**src/rtl/fetch_group_queue.sv**
```systemverilog
// Purpose: registers each launched fetch group, captures its I-cache data, sequences miss/replay, buffers groups for decode.
// Latency: launch to out_valid is 2 cycles on a hit; ic_refillDone to out_valid is 3 cycles on a miss.
// Backpressure: in_ready is a conservative credit (stage S + FIFO count <= depth-1); decode side is valid/ready.
module fetch_group_queue #(
  parameter int FETCH_WIDTH = 2,
  parameter int PC_WIDTH    = 32,
  parameter int INSN_WIDTH  = 32,
  parameter int QUEUE_DEPTH = 4
) (
  input  logic                              clk,
  input  logic                              rst,
  input  logic                              in_valid,
  input  logic [PC_WIDTH-1:0]               in_pc,
  input  logic [FETCH_WIDTH-1:0]            in_slotValid,
  output logic                              in_ready,
  input  logic                              ic_hit,
  input  logic [FETCH_WIDTH*INSN_WIDTH-1:0] ic_data,
  input  logic                              ic_refillDone,
  output logic                              ic_replayReq,
  output logic [PC_WIDTH-1:0]               replay_pc,
  input  logic                              flush,
  output logic                              out_valid,
  output logic [PC_WIDTH-1:0]               out_pc,
  output logic [FETCH_WIDTH-1:0]            out_slotValid,
  output logic [FETCH_WIDTH*INSN_WIDTH-1:0] out_insn,
  input  logic                              out_ready
);

  localparam int AW = $clog2(QUEUE_DEPTH);
  localparam int CW = AW + 1;
  localparam int DW = FETCH_WIDTH * INSN_WIDTH;
  localparam logic [CW:0]   LIMIT = (CW+1)'(QUEUE_DEPTH - 1);
  localparam logic [CW-1:0] FULL  = CW'(QUEUE_DEPTH);

  typedef enum logic [1:0] {
    ST_RUN    = 2'd0,
    ST_MISS   = 2'd1,
    ST_REPLAY = 2'd2
  } state_e;

  typedef struct packed {
    logic [PC_WIDTH-1:0]    pc;
    logic [FETCH_WIDTH-1:0] slot_vld;
    logic [DW-1:0]          insn;
  } grp_t;

  state_e                 state_q, state_d;
  logic                   s_vld_q, s_vld_d;
  logic [PC_WIDTH-1:0]    s_pc_q, s_pc_d;
  logic [FETCH_WIDTH-1:0] s_slot_q, s_slot_d;
  logic [AW-1:0]          head_q, head_d;
  logic [AW-1:0]          tail_q, tail_d;
  logic [CW-1:0]          count_q, count_d;
  grp_t                   mem_q [QUEUE_DEPTH];
  grp_t                   wr_grp_d;

  logic        s_miss;
  logic [CW:0] credit_used;
  logic        credit_ok;
  logic        load;
  logic        push;
  logic        pop;

  // Per-cycle qualifiers: miss hazard, credit, launch accept, FIFO push/pop (flush and reset suppress both)
  always_comb begin
    s_miss      = s_vld_q && !ic_hit;
    credit_used = {1'b0, count_q} + {{CW{1'b0}}, s_vld_q};
    credit_ok   = (credit_used <= LIMIT);
    if (!rst) begin
      in_ready = 1'b0;
    end else if (flush) begin
      in_ready = 1'b1;
    end else begin
      in_ready = (state_q == ST_RUN) && !s_miss && credit_ok;
    end
    load     = in_valid && in_ready;
    push     = rst && !flush && (state_q == ST_RUN) && s_vld_q && ic_hit;
    pop      = rst && !flush && (count_q != '0) && out_ready;
    wr_grp_d = '{pc: s_pc_q, slot_vld: s_slot_q, insn: ic_data};
  end

  // Stage register S: a new launch wins; otherwise a write-out or flush empties it; a miss holds it
  always_comb begin
    s_vld_d  = s_vld_q;
    s_pc_d   = s_pc_q;
    s_slot_d = s_slot_q;
    if (load) begin
      s_vld_d  = 1'b1;
      s_pc_d   = in_pc;
      s_slot_d = in_slotValid;
    end else if (flush || push) begin
      s_vld_d  = 1'b0;
    end
  end

  // Miss sequencer next state; a refill pulse only matters while waiting in MISS
  always_comb begin
    state_d = state_q;
    if (flush) begin
      state_d = ST_RUN;
    end else begin
      case (state_q)
        ST_RUN:    if (s_miss) state_d = ST_MISS;
        ST_MISS:   if (ic_refillDone) state_d = ST_REPLAY;
        ST_REPLAY: state_d = ST_RUN;
        default:   state_d = ST_RUN;
      endcase
    end
  end

  // Miss sequencer outputs: replay the held PC for exactly the REPLAY cycle
  always_comb begin
    ic_replayReq = (state_q == ST_REPLAY);
    replay_pc    = s_pc_q;
  end

  // FIFO pointer and occupancy update; flush empties it outright
  always_comb begin
    head_d  = head_q;
    tail_d  = tail_q;
    count_d = count_q;
    if (flush) begin
      head_d  = '0;
      tail_d  = '0;
      count_d = '0;
    end else begin
      if (push) tail_d = tail_q + AW'(1);
      if (pop)  head_d = head_q + AW'(1);
      case ({push, pop})
        2'b10:   count_d = count_q + CW'(1);
        2'b01:   count_d = count_q - CW'(1);
        default: count_d = count_q;
      endcase
    end
  end

  // Head entry drives decode straight from storage flops
  always_comb begin
    out_valid     = (count_q != '0);
    out_pc        = mem_q[head_q].pc;
    out_slotValid = mem_q[head_q].slot_vld;
    out_insn      = mem_q[head_q].insn;
  end

  // Control state with synchronous active-low reset
  always_ff @(posedge clk) begin
    if (!rst) begin
      state_q  <= ST_RUN;
      s_vld_q  <= 1'b0;
      s_pc_q   <= '0;
      s_slot_q <= '0;
      head_q   <= '0;
      tail_q   <= '0;
      count_q  <= '0;
    end else begin
      state_q  <= state_d;
      s_vld_q  <= s_vld_d;
      s_pc_q   <= s_pc_d;
      s_slot_q <= s_slot_d;
      head_q   <= head_d;
      tail_q   <= tail_d;
      count_q  <= count_d;
    end
  end

  // FIFO storage; contents are only meaningful below count, so no reset
  always_ff @(posedge clk) begin
    if (push) mem_q[tail_q] <= wr_grp_d;
  end

  // The credit rule must make a write into a full FIFO impossible
  a_no_overflow: assert property (@(posedge clk) disable iff (!rst) !(push && (count_q == FULL)));

endmodule

```
**config.mk**
```make
export PLATFORM = sky130hd
export DESIGN_NAME = fetch_group_queue
export DESIGN_NICKNAME = d
export VERILOG_FILES = /design/src/rtl/fetch_group_queue.sv
export SDC_FILE = /design/constraint.sdc
export NUM_CORES = 1
export LEC_CHECK = 0
export ABC_AREA = 1
export CORE_AREA = 2 2 195 197
export CTS_CLUSTER_DIAMETER = 150
export DETAILED_ROUTE_END_ITERATION = 7
export DIE_AREA = 0 0 197 199
export GPL_TIMING_DRIVEN = 1
export PLACE_DENSITY = 0.68
export SYNTH_ARGS = -nofsm -noshare
export SYNTH_HDL_FRONTEND = slang
export SYNTH_SLANG_ARGS = --single-unit
```
**constraint.sdc**
```tcl
create_clock -name clk -period 18.87 [get_ports clk]
set_clock_uncertainty 0.05 [all_clocks]
set_input_delay 5.661 -clock clk [delete_from_list [all_inputs] [get_ports clk]]
set_output_delay 5.661 -clock clk [all_outputs]
set_load 0.02 [all_outputs]
```
==> results.json <==
{
  "status": "completed",
  "drive_gt1_share_pct": 6.26,
  "clkLatencyLatePin_ns": 0.55,
  "critPathMaxFanout": 71,
  "path_clk_slew_ns": 0.05,
  "slowest_stage": "clkdlybuf4s50_1",
  "wl_per_cell_um": 18.4,
  "yosysTopAreaCellShare_pct": 71.0,
  "synth_top_cell_by_area": "edfxtp_1",
  "boundaryPins": 238,
  "min_path_cells": 2,
  "place_congestion": 0.754,
  "met1_length_um": 16100,
  "grt_pass1_vias": 10200,
  "cp-start-kind": "input pin",
  "die_area_sq_mm": 0.0392,
  "fin_crit_ns": 13.00,
  "r2r_end": "mem_q[0][49]",
  "slew_violations": 0,
  "via_count": 10400,
  "fp.dieH_um": 199,
  "fin_setup_tns_ns": 0,
  "rows": 71,
  "rsz0062_at_grt": "no",
  "htreeDepth": 2,
  "maxSlewHeadroom_pct": 22.0,
  "synth_seq_cells": 438,
  "grt_antenna_before_repair": 4,
  "total_power_w": 0.00198,
  "syn_inst": 1249,
  "syn_to_final_growth_pct": 24.6,
  "hold_path_class": "reg -> reg",
  "hold_start": "head_q[1]",
  "grt_use_total_pct": 18.4,
  "cts.sinks": 438,
  "max_stage_delay_ns": 0.62,
  "yosysWarnings": 0,
  "cts_setup_buffers": 0,
  "synthArstFlopShare_pct": 0,
  "drv_cap": 0,
  "cts.repair.resized": 0,
  "ys_types": 26,
  "p_leak_nw": 7.28,
  "syn_area_sq_mm": 0.0166,
  "grt_max_degree": 103,
  "synth_edf_count": 392,
  "peakVddDrop_mv": 0.0698,
  "final_core_util_pct": 55.7,
  "synth.area.top_cells": "edfxtp_1, o21ai_0, dfxtp_1, nor2_1, o22ai_1",
  "routed.top_layer": "met5",
  "syn-num-nets": 1360,
  "crit_start": "rst",
  "layout_common_cells": "edfxtp_1, clkdlybuf4s50_1, nor2_1",
  "first_pass_iters": 4,
  "initial_core_util_pct": 44.7,
  "required_ns": 13.16,
  "dr_wl_met2_um": 16900,
  "clockBufferDepth": 3,
  "wirelength_um": 36300,
  "wl_met3_um": 2510,
  "seq_area_frac_synth_pct": 76.5,
  "grt_pass1_wl_um": 55700,
  "cts_root_buf": "clkbuf_16",
  "crit_family": "buffers and inverters",
  "worst-endpoint-arrival_ns": 7.29,
  "cellPowerDensity_mw_per_mm2": 95.8,
  "grt.overflow.total": 0,
  "r2r_slack_ns": 16.64,
  "cts_tree": "yes",
  "layout.cells.most_common": "edfxtp_1",
  "post-route-period-util_pct": 68.9,
  "path_depth": 5,
  "synth_area_per_cell_sq_um": 13.3,
  "synth_flop_cell": "edfxtp_1",
  "path_cells": "buf_2 > buf_4 > inv_1 > a21oi_1 > clkdlybuf4s50_1",
  "cts_made_buffers": 45,
  "worst_pin_slew_ns": 1.17,
  "fmax_ghz": 0.0769,
  "worstReg2RegStart": "state_q[0]",
  "hold_ws_ns": 0.446,
  "rr_worst_depth": 4,
  "crit_buf_inv": 4,
  "port_buffers": 237,
  "fp.coreArea_sq_mm": 0.0371,
  "drt-initial-drc-count": 486,
  "drcViolationCount": 0,
  "cp-end-kind": "primary output",
  "hold_violations": 0,
  "dp_hpwl_um": 20400,
  "postRouteAntennaNets": 0,
  "die_w_um": 197,
  "ctsHoldBuffers": 0,
  "nets": 1576,
  "viasPerCell": 5.26,
  "setup_viol": 0,
  "critPathKind": "in -> out"
}
worst max path at each step:
| stage | endpoint | slack, ns |
|---|---|---|
| floorplan | in_ready | 6.91 |
| global placement | in_ready | 5.88 |
| detailed placement | in_ready | 5.87 |
| CTS | in_ready | 5.86 |
| global route | in_ready | 5.77 |
| finish | in_ready | 5.87 |
per-stage QoR:
step	cells	area [sq um]	setup WS, ns
after floorplan	1249	16600	6.91
after global placement	1892	19300	5.88
after detailed placement	1892	19300	5.87
after CTS	1975	20700	5.86
after global routing	1975	20700	5.77
final	1976	20700	5.87
cells by family (layout without fill, tap and decap cells):
logic type                 Yosys count  after routing  share of synthesized area (%)
xor gates and xnor gates             2              2                          0.106
adders and majority gates            6              6                          0.498
and+or+nand+nor                    359            359                           9.02
other                                0              1                              0
buffers and inverters              135            387                           3.79
AOI/OAI and AO/OA                  309            309                           10.1
DFF                                438            438                           76.5
cells in the mapped netlist, types with 6 or more instances:
cell and n:
nor2_1 205, a21oi_1 9, nand3_1 7, buf_6 6, clkbuf_1 45, o22ai_1 98, edfxtp_1 392, dfxtp_1 46
inv_1 51, buf_4 14, o21ai_0 190, buf_2 15, nand2_1 106, o21ai_1 12, nand4_1 34
power breakdown:
group          internal, W  switching, W
Sequential         0.00107     0.0000107
Clock             0.000482      0.000345
Combinational    0.0000384     0.0000380
Total              0.00159      0.000394
worst reg2reg max path: cells and delay by family, from the launching register on:
family / cells / cell delay, ns
AND/OR/NAND/NOR: 3 / 0.71
buffers and inverters: 1 / 0.65
flip-flops: 1 / 0.36
layer usage:
layer,vias up,GRT usage (%)
met4,6,5.57
met5,-,0
met1,5051,24.4
met2,286,29.9
li1,4999,-
met3,60,4.95
state kept, by name, summed over array words and instances (netlist names), named ones only:
| name | count |
|---|---|
| count_q | 3 |
| head_q | 2 |
| mem_q | 392 |
| replay_pc | 32 |
| s_slot_q | 2 |
| s_vld_q | 1 |
| state_q | 2 |
| tail_q | 2 |
cell type report:
cell class              instances  area [sq um]
multi-input cells             676          3300
repair buffers                251          2470
fillers                      3008         16500
diodes                          1          2.50
clock inverters                29           196
clock buffers                  54          1200
inverters                      53           205
well taps                     474           593
flip-flops and latches        438         12700
(Power assumes the default switching activity.)
